==> config.mk <==
export PLATFORM = sky130hd
export DESIGN_NAME = pll_hdmi_drp_cfg
export DESIGN_NICKNAME = d
export VERILOG_FILES = /design/src/rtl/pll_hdmi_drp_cfg.sv
export SDC_FILE = /design/constraint.sdc
export NUM_CORES = 1
export LEC_CHECK = 0
export CORE_MARGIN = 2
export CORE_UTILIZATION = 35
export CTS_BUF_LIST = sky130_fd_sc_hd__clkbuf_4 sky130_fd_sc_hd__clkbuf_8 sky130_fd_sc_hd__clkbuf_16
export DETAILED_ROUTE_END_ITERATION = 8
export GPL_TIMING_DRIVEN = 0
export PLACE_DENSITY = 0.65
export RECOVER_POWER = 25
export SLEW_MARGIN = 10
export SYNTH_ARGS = -nofsm -noshare
export SYNTH_HDL_FRONTEND = slang
export SYNTH_SLANG_ARGS = --single-unit
==> constraint.sdc <==
create_clock -name clk -period 7.4 [get_ports clk]
set_clock_uncertainty 0.2 [all_clocks]
set_input_delay 1.48 -clock clk [delete_from_list [all_inputs] [get_ports clk]]
set_output_delay 1.48 -clock clk [all_outputs]
set_load 0.01 [all_outputs]
==> src/rtl/pll_hdmi_drp_cfg.sv <==
// pll_hdmi_drp_cfg: DRP read-modify-write initiator for the HDMI MMCM; holds MMCM reset per batch, waits for lock.
// Optional readback verification enabled by defining PLL_DRP_VERIFY_EN.
`default_nettype none

module pll_hdmi_drp_cfg #(
  parameter int DRDY_TIMEOUT = 255,
  parameter int LOCK_TIMEOUT = 65535
) (
  input  logic        clk,
  input  logic        reset,
  input  logic        cmd_valid,
  output logic        cmd_ready,
  input  logic [6:0]  cmd_addr,
  input  logic [15:0] cmd_data,
  input  logic [15:0] cmd_mask,
  input  logic        cmd_last,
  output logic        busy,
  output logic        done,
  output logic        error,
  output logic [63:0] reconfig_to_pll,
  input  logic [63:0] reconfig_from_pll
);

  localparam int MAX_T = (DRDY_TIMEOUT > LOCK_TIMEOUT) ? DRDY_TIMEOUT : LOCK_TIMEOUT;
  localparam int CNT_W = $clog2(MAX_T + 2);
  localparam logic [CNT_W-1:0] DRDY_LIM = CNT_W'(DRDY_TIMEOUT);
  localparam logic [CNT_W-1:0] LOCK_LIM = CNT_W'(LOCK_TIMEOUT);
  localparam logic [CNT_W-1:0] CNT_MAX  = '1;

  localparam logic [3:0] S_IDLE      = 4'd0;
  localparam logic [3:0] S_RST       = 4'd1;
  localparam logic [3:0] S_RD        = 4'd2;
  localparam logic [3:0] S_WAIT_RD   = 4'd3;
  localparam logic [3:0] S_WR        = 4'd4;
  localparam logic [3:0] S_WAIT_WR   = 4'd5;
  localparam logic [3:0] S_REL       = 4'd6;
  localparam logic [3:0] S_WAIT_LOCK = 4'd7;
`ifdef PLL_DRP_VERIFY_EN
  localparam logic [3:0] S_VRD       = 4'd8;
  localparam logic [3:0] S_WAIT_VRD  = 4'd9;
`endif

  logic [3:0]       state, state_nxt;
  logic             started;
  logic [6:0]       addr;
  logic [15:0]      data, mask, wdata;
  logic             last;
  logic             rst_mmcm;
  logic             den, dwe;
  logic [CNT_W-1:0] cnt;

  logic [15:0] dout;
  logic        drdy, locked;
  logic        unused_from_pll;

  assign dout   = reconfig_from_pll[15:0];
  assign drdy   = reconfig_from_pll[16];
  assign locked = reconfig_from_pll[17];
  assign unused_from_pll = ^reconfig_from_pll[63:18];

  logic accept, wait_drdy, drdy_to, lock_ok, lock_to, vfy_bad;

  assign accept  = (state == S_IDLE) && started && cmd_valid;
  assign drdy_to = !drdy && (cnt >= DRDY_LIM);
  // The first WAIT_LOCK cycle is never trusted: locked must be sampled after rst_mmcm has been low a full cycle.
  assign lock_ok = locked && (cnt != '0);
  assign lock_to = !lock_ok && (cnt >= LOCK_LIM);

`ifdef PLL_DRP_VERIFY_EN
  assign wait_drdy = (state == S_WAIT_RD) || (state == S_WAIT_WR) || (state == S_WAIT_VRD);
  assign vfy_bad   = (state == S_WAIT_VRD) && drdy && (dout != wdata);
`else
  assign wait_drdy = (state == S_WAIT_RD) || (state == S_WAIT_WR);
  assign vfy_bad   = 1'b0;
`endif

  // State register
  always_ff @(posedge clk or posedge reset) begin
    if (reset) state <= S_IDLE;
    else       state <= state_nxt;
  end

  // Next-state logic
  always_comb begin
    state_nxt = state;
    case (state)
      S_IDLE:      if (accept) state_nxt = rst_mmcm ? S_RD : S_RST;
      S_RST:       state_nxt = S_RD;
      S_RD:        state_nxt = S_WAIT_RD;
      S_WAIT_RD: begin
        if (drdy)         state_nxt = S_WR;
        else if (drdy_to) state_nxt = S_IDLE;
      end
      S_WR:        state_nxt = S_WAIT_WR;
      S_WAIT_WR: begin
`ifdef PLL_DRP_VERIFY_EN
        if (drdy)         state_nxt = S_VRD;
`else
        if (drdy)         state_nxt = last ? S_REL : S_IDLE;
`endif
        else if (drdy_to) state_nxt = S_IDLE;
      end
`ifdef PLL_DRP_VERIFY_EN
      S_VRD:       state_nxt = S_WAIT_VRD;
      S_WAIT_VRD: begin
        if (drdy)         state_nxt = (vfy_bad || !last) ? S_IDLE : S_REL;
        else if (drdy_to) state_nxt = S_IDLE;
      end
`endif
      S_REL:       state_nxt = S_WAIT_LOCK;
      S_WAIT_LOCK: if (lock_ok || lock_to) state_nxt = S_IDLE;
      default:     state_nxt = S_IDLE;
    endcase
  end

  // Output decode
  always_comb begin
    cmd_ready = started && (state == S_IDLE);
    den       = 1'b0;
    dwe       = 1'b0;
    case (state)
      S_RD:    den = 1'b1;
      S_WR: begin
        den = 1'b1;
        dwe = 1'b1;
      end
`ifdef PLL_DRP_VERIFY_EN
      S_VRD:   den = 1'b1;
`endif
      default: ;
    endcase
  end

  // Command latch, MMCM reset control, status and timeout counter
  always_ff @(posedge clk or posedge reset) begin
    if (reset) begin
      started  <= 1'b0;
      addr     <= '0;
      data     <= '0;
      mask     <= '0;
      last     <= 1'b0;
      wdata    <= '0;
      busy     <= 1'b0;
      rst_mmcm <= 1'b0;
      error    <= 1'b0;
      done     <= 1'b0;
      cnt      <= '0;
    end else begin
      started <= 1'b1;
      done    <= 1'b0;

      if (state_nxt != state) cnt <= '0;
      else if (cnt != CNT_MAX) cnt <= cnt + 1'b1;

      if (accept) begin
        addr     <= cmd_addr;
        data     <= cmd_data;
        mask     <= cmd_mask;
        last     <= cmd_last;
        busy     <= 1'b1;
        rst_mmcm <= 1'b1;
        error    <= 1'b0;
      end

      if ((state == S_WAIT_RD) && drdy)
        wdata <= (dout & mask) | (data & ~mask);

      if ((wait_drdy && drdy_to) || vfy_bad) begin
        error    <= 1'b1;
        rst_mmcm <= 1'b0;
        busy     <= 1'b0;
      end

      if (state == S_REL) rst_mmcm <= 1'b0;

      if (state == S_WAIT_LOCK) begin
        if (lock_ok) begin
          done <= 1'b1;
          busy <= 1'b0;
        end else if (lock_to) begin
          error <= 1'b1;
          busy  <= 1'b0;
        end
      end
    end
  end

  assign reconfig_to_pll = {37'd0, clk, rst_mmcm, dwe, den, addr, wdata};

endmodule

`default_nettype wire
==> flow_summary.yaml <==
status:
  status: "complete, but fails checks"
  violations: "max-capacitance violations, max-slew violations"
clock_network:
  insertion_delay_ps: 450
  cts_tree: "built"
  clk_pin_slew_ps: 60
  cts_resized: 0
  cts_setup_buffers: 0
  hold_buffers: 0
synthesis:
  synth_flop_cell: "dfrtp_1"
  synth_area_um2: 4140
  synthCells: 360
  ys.warnings.count: 0
  synth_top_area_share_pct: 49.5
  synth_largest_area_cell: "dfrtp_1"
  synth_top_cells_by_area: "dfrtp_1 (50%), mux2_2 (11%), buf_4 (7.4%)"
  synth.distinct_cells: 48
  async_flop_share_pct: 100
  yosys.cell_count.top_type: "dfrtp_1"
  netlist_top_cells_count: "dfrtp_1 (82), buf_4 (41), mux2_2 (40), nand2_1 (28), o21ai_0 (20)"
  synth-seq-cells: 82
  postSynthAreaPerCell_um2: 11.5
  ys_seq_area_share_pct: 49.5
  synth-edff-count: 0
pwr:
  power_frac_comb_pct: 20.9
  clockPowerShare_pct: 36.7
  seq_power_share_pct: 42.4
  netSwitchingPower_mw: 0.351
  p_leak_nw: 2.50
  p_total_mw: 1.39
  sw_frac_of_total_pct: 25.3
  power.internal_mw: 1.04
  power_density_nw_per_um2: 243
  ir_drop_v: 0.000228
floorplanning:
  io_pins: 175
  coreArea_um2: 11500
  die_area_um2: 12700
  rows: 39
  die-height_um: 113
  die_x_um: 113
  initial_utilization_pct: 36.1
placed_design:
  place_inst: 632
  dp_hpwl_um: 6670
  place_area_um2: 5400
  routabilityCongestion: 0.849
  portBuffers: 91
  pre_cts_ws_ps: 1460
worst_setup_path:
  cp_slowest_stage_delay_ps: 470
  crit_arrival_ps: 4540
  path_cells: "clkbuf_16, clkbuf_16, buf_4, clkdlybuf4s50_1"
  cp_num_buf_inv: 4
  crit_slowest_cell: "clkdlybuf4s50_1"
  start_kind: "clock port"
  critPathRequiredTime_ps: 5720
  path_class: "clk -> out"
  timing.critical_path.mode_cell: "clkbuf_16"
  critPathMaxFanout: 2
  cp-end-kind: "output pin"
  crit_family: "buffers and inverters"
detailed_routing:
  first_iter_violations: 89
  vias: 3090
  route.detailed.drc: 0
  wirelength_um: 9200
  viasPerCell: 4.76
  dr.pass1.iters: 4
  postRouteAntennaNets: 0
  wl_per_cell_um: 14.2
sta:
  fin_setup_tns_ps: 0
  finalMaxSlewViolations: 54
  slew_headroom_pct: -92.0
  finalSetupViolations: 0
  worstMarginPinSlew_ps: 2880
  hold_violations: 0
  rsz0062_at_grt: "no"
  setup_slack_ps: 1180
worst_hold_path:
  hold_path.class: "reg -> reg"
global_route:
  grt_pass1_wl_um: 15200
  grt_pass1_vias: 3133
  grt-ovfl-total: 0
  grt_max_degree: 54
  track_usage_pct: 15.5
  antenna_found_initial: 0
flow_run:
  cap_violations: 1
finish:
  multi_input_area_um2: 1810
  final_cell_area_um2: 5720
  n_fill_cell: 1074
  final_cells: 649
  diodes: 0
  drive_above_1_share_pct: 23.9
  finalNetCount: 614
  syn_to_final_growth_pct: 38.0
  register_area_um2: 2050
through the flow:
step	utilization [%]	hold slack (ps)
final	49.8	276
after global routing	49.8	312
after CTS	50.1	284
after detailed placement	47.1	270
after global placement	46.8	263
after floorplan	-	280
routing by layer:
layer | part of all wire, % | global-route usage [%] | vias to the layer above | wire length, um
met3 | 10 | 6.91 | 16 | 938
met1 | 41 | 18.0 | 1491 | 3770
met5 | 0 | 0 | - | 0
li1 | - | - | 1473 | -
met2 | 46 | 23.6 | 110 | 4260
met4 | 2.5 | 8.94 | 0 | 226
cells in the final DEF (no fill, tap or decap), drive strengths merged, types with 7 or more instances in the layout:
cell,n
clkdlybuf4s50,89
dfrtp,82
buf,48
mux2,40
conb,39
nand2,28
clkbuf,26
o21ai,20
mux2i,17
a211oi,16
nor2,11
nand3,11
xor2,9
xnor2,7
cell families after synthesis:
family | after synthesis | share of synthesized area (%)
compound gates | 55 | 10.4
xor+xnor | 16 | 3.38
fa+ha+maj | 4 | 1.21
buf+inv | 64 | 10.1
flops | 82 | 49.5
mux | 57 | 15.0
other cells | 2 | 0.181
simple gates | 80 | 10.2
worst min-delay path, cell delays in order, from the launching register on:
cell	delay, ps
dfrtp_1	340
nand2_1	40
o21ai_0	60
path summary, 6_finish.rpt:
kind / start / endpoint / slack, ps / depth (start not counted)
worst max-delay path: clk / reconfig_to_pll[26] / 1180 / 4
worst min-delay path: wdata[10] / wdata[10] / 280 / 2
worst max register to register: cnt[3] / cnt[4] / 4380 / 10
worst min register to register: wdata[10] / wdata[10] / 280 / 2
max in group asynchronous: reset / mask[11] / 2170 / 3
min in group asynchronous: reset / cnt[8] / 1580 / 2
sequential cells by signal, indices dropped and copies added, names as in the netlist, 4 cells and up:
name and cells:
cnt 17, data 16, mask 16, wdata 16, addr 7, state 4
layout make-up:
cell class	count	area share [%]
sequential	82	35.9
multi-input combinational	251	31.7
timing repair buffer	91	15.8
buffer	59	7.01
clock buffer	15	5.80
tap	143	3.13
inverter	5	0.350
clock inverter	3	0.306
power groups by stage:
stage | sequential, mW | clock [mW] | combinational (mW)
global route | 0.600 | 0.549 | 0.320
finish | 0.588 | 0.509 | 0.290
detailed placement | 0.597 | 0.0212 | 0.296
floorplan | 0.597 | 0.0111 | 0.171
CTS | 0.589 | 0.529 | 0.297
global placement | 0.592 | 0.0212 | 0.287
Power figures use the tool's default switching activity.
